===== config.mk =====
export PLATFORM = sky130hd
export DESIGN_NAME = uart_baud_sched_flat
export DESIGN_NICKNAME = d
export VERILOG_FILES = /design/src/rtl/uart_pkg.sv /design/src/rtl/uart_baud_sched_if.sv /design/src/rtl/baud_div_counter.sv /design/src/rtl/uart_baud_sched.sv /design/src/flat_wrapper.sv
export SDC_FILE = /design/constraint.sdc
export NUM_CORES = 1
export LEC_CHECK = 0
export ABC_AREA = 1
export CORE_MARGIN = 4
export CORE_UTILIZATION = 59
export DETAILED_ROUTE_END_ITERATION = 8
export PLACE_DENSITY = 0.84
export SLEW_MARGIN = 25
export SYNTH_ARGS = -nofsm -noshare
export SYNTH_HDL_FRONTEND = slang
export SYNTH_HIERARCHICAL = 1
export SYNTH_SLANG_ARGS = --single-unit

===== constraint.sdc =====
create_clock -name clk -period 5.45 [get_ports clk]
set_input_delay 1.09 -clock clk [delete_from_list [all_inputs] [get_ports clk]]
set_output_delay 1.09 -clock clk [all_outputs]
set_load 0.005 [all_outputs]

===== src/rtl/uart_pkg.sv =====
// Shared constants and scheduler state encoding for the UART baud scheduler.
// Optional fractional divisor support is selected with BAUD_FRAC_EN.
package uart_pkg;

    localparam int DIV_W       = 11;
    localparam int OVS         = 16;
    localparam int DEFAULT_DIV = 650;

    typedef enum logic [1:0] {
        OFF  = 2'd0,
        RUN  = 2'd1,
        PEND = 2'd2
    } sched_state_t;

endpackage


===== src/rtl/uart_baud_sched_if.sv =====
// Divisor configuration handshake: cfg_div (and cfg_frac when BAUD_FRAC_EN is set)
// transfers on a rising edge with cfg_valid && cfg_ready.
interface uart_baud_sched_if #(
    parameter int DIV_W = uart_pkg::DIV_W
) ();

    logic             cfg_valid;
    logic [DIV_W-1:0] cfg_div;
    logic             cfg_ready;
`ifdef BAUD_FRAC_EN
    logic [3:0]       cfg_frac;
`endif

    modport master (
        output cfg_valid,
        output cfg_div,
`ifdef BAUD_FRAC_EN
        output cfg_frac,
`endif
        input  cfg_ready
    );

    modport slave (
        input  cfg_valid,
        input  cfg_div,
`ifdef BAUD_FRAC_EN
        input  cfg_frac,
`endif
        output cfg_ready
    );

endinterface


===== src/rtl/baud_div_counter.sv =====
// Divisor counter: counts 0..lim and flags terminal count; with BAUD_FRAC_EN a
// 4-bit phase accumulator stretches the period after each accumulator carry.
module baud_div_counter #(
    parameter int DIV_W = 11
) (
    input  logic             clk,
    input  logic             reset_n,
    input  logic             clear,
    input  logic             run,
    input  logic [DIV_W-1:0] lim,
`ifdef BAUD_FRAC_EN
    input  logic [3:0]       frac,
`endif
    output logic             tc
);

    // One extra bit so lim+1 (frac stretch) cannot overflow the compare.
    logic [DIV_W:0] cnt_q, cnt_d, lim_eff;
`ifdef BAUD_FRAC_EN
    logic [3:0] acc_q, acc_d;
    logic       ext_q, ext_d;
    logic [4:0] acc_sum;
`endif

    always_comb begin
`ifdef BAUD_FRAC_EN
        lim_eff = {1'b0, lim} + {{DIV_W{1'b0}}, ext_q};
        acc_sum = {1'b0, acc_q} + {1'b0, frac};
`else
        lim_eff = {1'b0, lim};
`endif
        tc    = run && (cnt_q == lim_eff);
        cnt_d = cnt_q;
        if (clear) begin
            cnt_d = '0;
        end else if (run) begin
            cnt_d = tc ? '0 : cnt_q + (DIV_W+1)'(1);
        end
`ifdef BAUD_FRAC_EN
        acc_d = acc_q;
        ext_d = ext_q;
        if (clear) begin
            acc_d = '0;
            ext_d = 1'b0;
        end else if (tc) begin
            acc_d = acc_sum[3:0];
            ext_d = acc_sum[4];
        end
`endif
    end

    always_ff @(posedge clk or negedge reset_n) begin
        if (!reset_n) begin
            cnt_q <= '0;
`ifdef BAUD_FRAC_EN
            acc_q <= '0;
            ext_q <= 1'b0;
`endif
        end else begin
            cnt_q <= cnt_d;
`ifdef BAUD_FRAC_EN
            acc_q <= acc_d;
            ext_q <= ext_d;
`endif
        end
    end

endmodule


===== src/rtl/uart_baud_sched.sv =====
// Baud scheduler: owns the divisor, emits s_tick (oversample) and tx_tick (bit) pulses.
// New divisors are parked in PEND and only take effect on a tick boundary. Option: BAUD_FRAC_EN.
module uart_baud_sched import uart_pkg::*; #(
    parameter int DIV_W       = uart_pkg::DIV_W,
    parameter int OVS         = uart_pkg::OVS,
    parameter int DEFAULT_DIV = uart_pkg::DEFAULT_DIV
) (
    input  logic              clk,
    input  logic              reset_n,
    input  logic              en,
    uart_baud_sched_if.slave  cfg,
    output logic              s_tick,
    output logic              tx_tick,
    output logic [DIV_W-1:0]  cur_div,
    output logic              running
);

    localparam int OS_W = (OVS > 1) ? $clog2(OVS) : 1;

    sched_state_t     state_q, state_d;
    logic [DIV_W-1:0] cur_div_q, cur_div_d;
    logic [DIV_W-1:0] pend_div_q, pend_div_d;
    logic [OS_W-1:0]  os_cnt_q, os_cnt_d;
`ifdef BAUD_FRAC_EN
    logic [3:0]       cur_frac_q, cur_frac_d;
    logic [3:0]       pend_frac_q, pend_frac_d;
`endif
    logic             xfer;
    logic             tc;

    assign running       = (state_q != OFF);
    assign cfg.cfg_ready = (state_q != PEND);
    assign xfer          = cfg.cfg_valid && cfg.cfg_ready;
    assign s_tick        = running && tc;
    assign tx_tick       = s_tick && (os_cnt_q == OS_W'(OVS - 1));
    assign cur_div       = cur_div_q;

    baud_div_counter #(.DIV_W(DIV_W)) u_div_cnt (
        .clk     (clk),
        .reset_n (reset_n),
        .clear   (!en || (state_q == OFF)),
        .run     (running),
        .lim     (cur_div_q),
`ifdef BAUD_FRAC_EN
        .frac    (cur_frac_q),
`endif
        .tc      (tc)
    );

    always_comb begin
        state_d    = state_q;
        cur_div_d  = cur_div_q;
        pend_div_d = pend_div_q;
        os_cnt_d   = os_cnt_q;
`ifdef BAUD_FRAC_EN
        cur_frac_d  = cur_frac_q;
        pend_frac_d = pend_frac_q;
`endif
        if (!en) begin
            os_cnt_d = '0;
        end else if (s_tick) begin
            os_cnt_d = tx_tick ? '0 : os_cnt_q + OS_W'(1);
        end

        case (state_q)
            OFF: begin
                if (xfer) begin
                    cur_div_d = cfg.cfg_div;
`ifdef BAUD_FRAC_EN
                    cur_frac_d = cfg.cfg_frac;
`endif
                end
                if (en) state_d = RUN;
            end
            RUN: begin
                // Disable beats a simultaneous config: it lands directly in cur_div.
                if (!en) begin
                    state_d = OFF;
                    if (xfer) begin
                        cur_div_d = cfg.cfg_div;
`ifdef BAUD_FRAC_EN
                        cur_frac_d = cfg.cfg_frac;
`endif
                    end
                end else if (xfer) begin
                    pend_div_d = cfg.cfg_div;
`ifdef BAUD_FRAC_EN
                    pend_frac_d = cfg.cfg_frac;
`endif
                    state_d = PEND;
                end
            end
            PEND: begin
                if (!en || s_tick) begin
                    cur_div_d = pend_div_q;
`ifdef BAUD_FRAC_EN
                    cur_frac_d = pend_frac_q;
`endif
                    state_d = en ? RUN : OFF;
                end
            end
            default: state_d = OFF;
        endcase
    end

    always_ff @(posedge clk or negedge reset_n) begin
        if (!reset_n) begin
            state_q    <= OFF;
            cur_div_q  <= DIV_W'(DEFAULT_DIV);
            pend_div_q <= '0;
            os_cnt_q   <= '0;
`ifdef BAUD_FRAC_EN
            cur_frac_q  <= '0;
            pend_frac_q <= '0;
`endif
        end else begin
            state_q    <= state_d;
            cur_div_q  <= cur_div_d;
            pend_div_q <= pend_div_d;
            os_cnt_q   <= os_cnt_d;
`ifdef BAUD_FRAC_EN
            cur_frac_q  <= cur_frac_d;
            pend_frac_q <= pend_frac_d;
`endif
        end
    end

endmodule


===== src/flat_wrapper.sv =====
// flat-port wrapper written by rule: the top's interface ports become plain ports
module uart_baud_sched_flat import uart_pkg::*;
#(
    parameter int DIV_W       = uart_pkg::DIV_W,
    parameter int OVS         = uart_pkg::OVS,
    parameter int DEFAULT_DIV = uart_pkg::DEFAULT_DIV
)
  (clk, reset_n, en, s_tick, tx_tick, cur_div, running, cfg_cfg_valid, cfg_cfg_div, cfg_cfg_ready);
  uart_baud_sched_if #(.DIV_W(DIV_W)) cfg_i ();
  input  logic clk;
  input  logic reset_n;
  input  logic en;
  output logic s_tick;
  output logic tx_tick;
  output logic [DIV_W-1:0] cur_div;
  output logic running;
  input wire logic [$bits(cfg_i.cfg_valid)-1:0] cfg_cfg_valid;
  input wire logic [$bits(cfg_i.cfg_div)-1:0] cfg_cfg_div;
  output wire logic [$bits(cfg_i.cfg_ready)-1:0] cfg_cfg_ready;
  assign cfg_i.cfg_valid = cfg_cfg_valid;
  assign cfg_i.cfg_div = cfg_cfg_div;
  assign cfg_cfg_ready = cfg_i.cfg_ready;
  uart_baud_sched #(.DIV_W(DIV_W), .OVS(OVS), .DEFAULT_DIV(DEFAULT_DIV)) u_core (.clk(clk), .reset_n(reset_n), .en(en), .cfg(cfg_i), .s_tick(s_tick), .tx_tick(tx_tick), .cur_div(cur_div), .running(running));
endmodule

### Word-level counts from Yosys, hierarchy flattened

Cells that the tools add are included.

| cells by class | value |
|---|---|
| $add $sub $neg | 2 |
| eq/ne operators | 10 |
| multiplexer cells | 16 |
| reduce and logical (&&, ||, !) cells | 14 |

Operator list:

| cell | count |
|---|---|
| 12-bit two-way mux | 3 |
| 11-bit two-way mux | 3 |
| 11-bit one-hot mux with 3 select lines | 1 |
| 12-bit by 1-bit adder with 12-bit output, second input constant | 1 |
| 12-bit by 11-bit == test with 1-bit output | 1 |
| 4-bit two-way mux | 3 |
| 3-bit AND reduction | 3 |
| 2-bit two-way mux | 4 |
| 2-bit != test, second input constant | 3 |
| 2-bit one-hot mux with 3 select lines | 1 |
| 4-bit by 1-bit adder with 4-bit output, second input constant | 1 |
| 4-bit == test, second input constant | 1 |
| 1-bit logical AND | 4 |
| 2-bit by 1-bit != test with 1-bit output, second input constant | 2 |
| 2-bit nonzero test | 2 |
| 3-bit by 2-bit != test with 1-bit output, second input constant | 1 |
| 3-bit nonzero test | 1 |
| 2-bit by 1-bit == test with 1-bit output, second input constant | 1 |
| 2-bit == test, second input constant | 1 |
| 2-bit zero test | 1 |
| 1-bit logical OR | 2 |
| 1-bit zero test | 1 |
| 1-bit two-way mux | 1 |

| word-level totals | value |
|---|---|
| bits in registers | 40 |
| input port bits | 15 |
| output and inout port bits | 15 |

### Logic depth before layout (Yosys ltp)

| logic depth | value |
|---|---|
| depth in word-level cells | 7 |
| mapped depth | 14 |

### By module

Netlist, hierarchy kept.

Modules (own cells, without submodules):

| module | instances | cells an instance | area an instance (sq um) |
|---|---|---|---|
| uart_baud_sched | 1 | 173 | 1342.5 |
| baud_div_counter | 1 | 152 | 975.9 |

### Worst setup path after synthesis

OpenSTA, ideal clock, no wires.

| timing path | value |
|---|---|
| kind | register to output |
| start | register u_core.state_q[1] |
| end | output port tx_tick |
| data arrival time | 1.552 ns |
| required time | 4.360 ns |
| setup slack | 2.808 ns |
| cell stages (with the launch flop) | 13 |
| path buffers | 0 |
| cell sequence | dfrtp_1 -> nor2_1 -> inv_1 -> inv_1 -> nor2_1 -> nand4_1 -> nor2_1 -> nand2_1 -> nor2_1 -> inv_1 -> nor2_4 -> nand4_1 -> inv_1 |

| between the ends | value |
|---|---|
| cells in the longest elaborated chain, start to end | 4 |

RTL lines:

| what | line | source |
|---|---|---|
| from (decl) | uart_baud_sched.sv:20 | `sched_state_t state_q, state_d;` |
| from (signal assigned) | uart_baud_sched.sv:117 | `state_q <= state_d;` |
| 2-bit nonzero test | uart_baud_sched.sv:31 | `assign running = (state_q != OFF);` |
| named net running | flat_wrapper.sv:16 | `output logic running;` |
| 1-bit logical AND | baud_div_counter.sv:32 | `tc = run && (cnt_q == lim_eff);` |
| named net u_core.tc | uart_baud_sched.sv:29 | `logic tc;` |
| 1-bit logical AND | uart_baud_sched.sv:34 | `assign s_tick = running && tc;` |
| named net s_tick | flat_wrapper.sv:13 | `output logic s_tick;` |
| 1-bit logical AND | uart_baud_sched.sv:35 | `assign tx_tick = s_tick && (os_cnt_q == OS_W'(OVS - 1));` |
| to (decl) | flat_wrapper.sv:14 | `output logic tx_tick;` |

The timed path passes the listed nets, and every way through them passes these cells.

### Final worst setup path

| timing path | value |
|---|---|
| start | register u_core.state_q[1] |
| end | output port tx_tick |

| between the ends | value |
|---|---|
| cells in the longest elaborated chain, start to end | 4 |

RTL lines:

| what | line |
|---|---|
| 2-bit nonzero test | uart_baud_sched.sv:31 |
| 1-bit logical AND | baud_div_counter.sv:32 |
| named net u_core.tc | uart_baud_sched.sv:29 |
| 1-bit logical AND | uart_baud_sched.sv:34 |
| 1-bit logical AND | uart_baud_sched.sv:35 |

The timed path passes the listed nets, and every way through them passes these cells.

==> flow_summary_export.csv <==
group,metric,value,unit
outcome,outcome,"completed",
logic_synthesis,yosysWarnings,6,
worst_setup_path,crit_path_max_fanout,7,
floorplan,start_util,62.4,%
worst_setup_path,cp.buffers_inverters,5,
global_route,antenna_found_initial,0,
clocking,insertion_delay,290,ps
power_and_ir_drop,p_clk_share,28.3,%
logic_synthesis,synth_area_leaders,"dfrtp_1, nand2_1, inv_1",
clocking,clock-sinks,40,
worst_setup_path,slowest_delay,490,ps
place,dpl.hpwl,3.56,mm
worst_setup_path,crit_family,"simple AND/OR/NAND/NOR gates",
power_and_ir_drop,power_frac_comb,25.9,%
global_route,grt_pass1_wl,8.36,mm
floorplan,rows,22,
global_route,grt_pass1_vias,1950,
clocking,cts-hold-fix-buffers,0,
global_route,grt_remaining_overflow,0,
worst_setup_path,critPathCaptureType,"output pin",
worst_setup_path,cp_cell_sequence,"nor2_1 > inv_1 > inv_1 > nor2_1 > nand4_1 > nor2_1 > nand2_1 > nor2_1 > inv_1 > nor2_4 > nand4_1 > inv_1 > clkdlybuf4s50_1",
min_path,min_from,"u_core/pend_div_q[0]",
worst_setup_path,cp-startpoint,"u_core/state_q[1]",
worst_setup_path,crit_type,"flop to output pin",
detailed_routing,ant_nets,0,
detailed_routing,drt_iter0_drc,149,
logic_synthesis,yosysTopAreaCellShare,38.9,%
detailed_routing,drc,0,
min_path,min-delay-path-class,"flop to flop",
cells_and_area,drive_above_1_share,5.95,%
clocking,path_clk_slew,80,ps
timing,setup_tns,0,ps
power_and_ir_drop,leakage,1.38,nW
timing,min_period_over_period,67.0,%
timing,post-route-min-period,3650,ps
floorplan,core-area,3720,µm²
power_and_ir_drop,ir_drop,0.000215,V
timing,finalClockSkew,2.94,ps
cells_and_area,antenna_cells,0,
place,place_congestion,0.891,
timing,hold_viol_final,0,
floorplan,die_w,70.7,µm
clocking,cts_buffers,5,
power_and_ir_drop,cellPowerDensity,317,nW/µm²
floorplan,die_area,5000,µm²
power_and_ir_drop,power.switching,0.000269,W
logic_synthesis,synth_area_per_cell,7.13,µm²
timing,rsz0062_at_grt,"false",
power_and_ir_drop,pwr-share-seq,45.8,%
clocking,cts_tree,"built",
logic_synthesis,synth-seq-area-share,43.4,%
global_route,grt_use_total,20.3,%
cells_and_area,final.fill_count,326,
detailed_routing,num_vias,2103,
power_and_ir_drop,p_int,0.000592,W
timing,finalSetupViolCount,0,
cells_and_area,multi_input_area,1070,µm²
detailed_routing,drt_wl_total,4.82,mm
timing,maxSlewViolCount,0,
logic_synthesis,synthesis.nets,342,
clocking,root_buffer,"clkbuf_8",
logic_synthesis,syn_inst,325,
worst_setup_path,setup.worst_path.start_class,"flop",
clocking,cts_setup_buffers,0,
worst_setup_path,r2r-start,"u_core/state_q[1]",
cells_and_area,nNetsFinal,369,
place,placed_cells,393,
flow_run,maxCapViolCount,0,
timing,clock.fmax,0.274,GHz
worst_setup_path,crit_required,4360,ps
floorplan,chipHeight,70.7,µm
detailed_routing,vias_per_cell,5.24,
clocking,clockBufferDepth,2,
detailed_routing,dr.pass1.iters,5,
cells_and_area,layoutNonFillerInstCount,401,
floorplan,num_io_pins,30,
timing,worst_pin_slew,876,ps
logic_synthesis,yosysTopAreaCell,"dfrtp_1",
logic_synthesis,ys_ff_latch,40,
timing,relSlewSlack,41.6,%
place,port_buffers,29,
clocking,h-tree-depth,2,
cells_and_area,area_growth,17.4,%
cells_and_area,seqCellArea,1010,µm²
logic_synthesis,synth_cell_types,26,
logic_synthesis,synth_area,2320,µm²
power_and_ir_drop,p_sw_share,31.3,%
detailed_routing,avgRoutedWirePerCell,12.0,µm
worst_setup_path,cp.arrival,2560,ps
clocking,cts_resized,0,
worst_setup_path,cpMaxStageDelayCell,"clkdlybuf4s50_1",
power_and_ir_drop,totalPowerFinal,0.000862,W
global_route,grt_max_degree,41,
routing by layer:
metal,GRT usage (%),part of all wire [%],wire [µm],up-vias
met1,25.7,45,2160,974
met3,4.69,5.3,257,6
li1,-,-,-,1063
met2,34.5,49,2350,60
met5,0,0,0,-
met4,6.47,1.0,50,0
logic make-up after synthesis:
family          count (synthesis)  synth area share, %
flops                          40                 43.4
xor+xnor                        9                 3.40
fa+ha+maj                       2                 1.08
compound gates                 25                 5.88
buf+inv                        57                 10.3
simple gates                  192                 36.0
final timing paths:
check | endpoint | slack, ps | cells after the start
max | tx_tick | 1800 | 13
min | u_core/pend_div_q[0] | 490 | 2
max reg2reg | u_core/cur_div[5] | 3190 | 14
min reg2reg | u_core/pend_div_q[0] | 490 | 2
max in group asynchronous | u_core/u_div_cnt/cnt_q[5] | 3990 | 1
min in group asynchronous | u_core/os_cnt_q[2] | 910 | 1
layout by cell type (no fill, tap or decap), drive strengths merged:
cell,synthesis,layout
a21oi,8,8
and2,2,2
buf,10,2
bufinv,0,1
clkbuf,0,5
clkdlybuf4s50,0,28
clkinv,0,1
clkinvlp,0,1
dfrtp,36,36
dfstp,4,4
ha,2,2
inv,47,47
nand2,110,110
nand3,28,28
nand3b,1,1
nand4,12,12
nor2,36,36
nor3,2,2
o21ai,17,17
or2,1,1
xnor2,3,3
xor2,6,6
flip-flops by register name (all words and copies together) (netlist names):
signal	cells
u_core/os_cnt_q	4
u_core/u_div_cnt/cnt_q	12
u_core/cur_div	11
u_core/state_q	2
u_core/pend_div_q	11
tightest hold or removal path, delay by kind of cell, from the launching register on:
kind	cells	cell delay [ps]
flip-flops	1	350
AND/OR/NAND/NOR	1	50
AO/OA/AOI/OAI	1	60
power groups by stage:
| stage | Sequential, W | Clock [W] | Combinational, W |
|---|---|---|---|
| after global placement | 0.000397 | 0 | 0.000218 |
| final | 0.000395 | 0.000244 | 0.000223 |
| after CTS | 0.000395 | 0.000248 | 0.000225 |
| after floorplan | 0.000392 | 0 | 0.000131 |
| after global routing | 0.000402 | 0.000263 | 0.000253 |
| after detailed placement | 0.000400 | 0 | 0.000223 |
Yosys cell counts (all sizes together):
cell type	instances
and2	2
xnor2	3
o21ai	17
or2	1
ha	2
nor3	2
nand2	110
nand3	28
xor2	6
inv	47
a21oi	8
dfstp	4
buf	10
nand4	12
nor2	36
dfrtp	36
nand3b	1
metrics by stage:
step | instance area (µm²) | hold WS, ps | util, % | setup WS, ps
6_report | 2720 | 493 | 73.2 | 1800
5_1_grt | 2720 | 509 | 73.2 | 1540
4_1_cts | 2720 | 495 | 73.2 | 1820
3_5_place_dp | 2610 | 479 | 70.2 | 2140
3_3_place_gp | 2610 | 473 | 70.2 | 2230
2_1_floorplan | 2320 | 454 | - | 2810
final cells by class:
cell class                      count  area share, %
Clock inverter                      3           1.56
Tap cell                           48           2.21
Timing Repair Buffer               30           10.8
Inverter                           47           6.48
Clock buffer                        5           2.53
Multi-Input combinational cell    228           39.5
Sequential cell                    40           37.0
No activity file was read; power rests on OpenSTA's default activity.
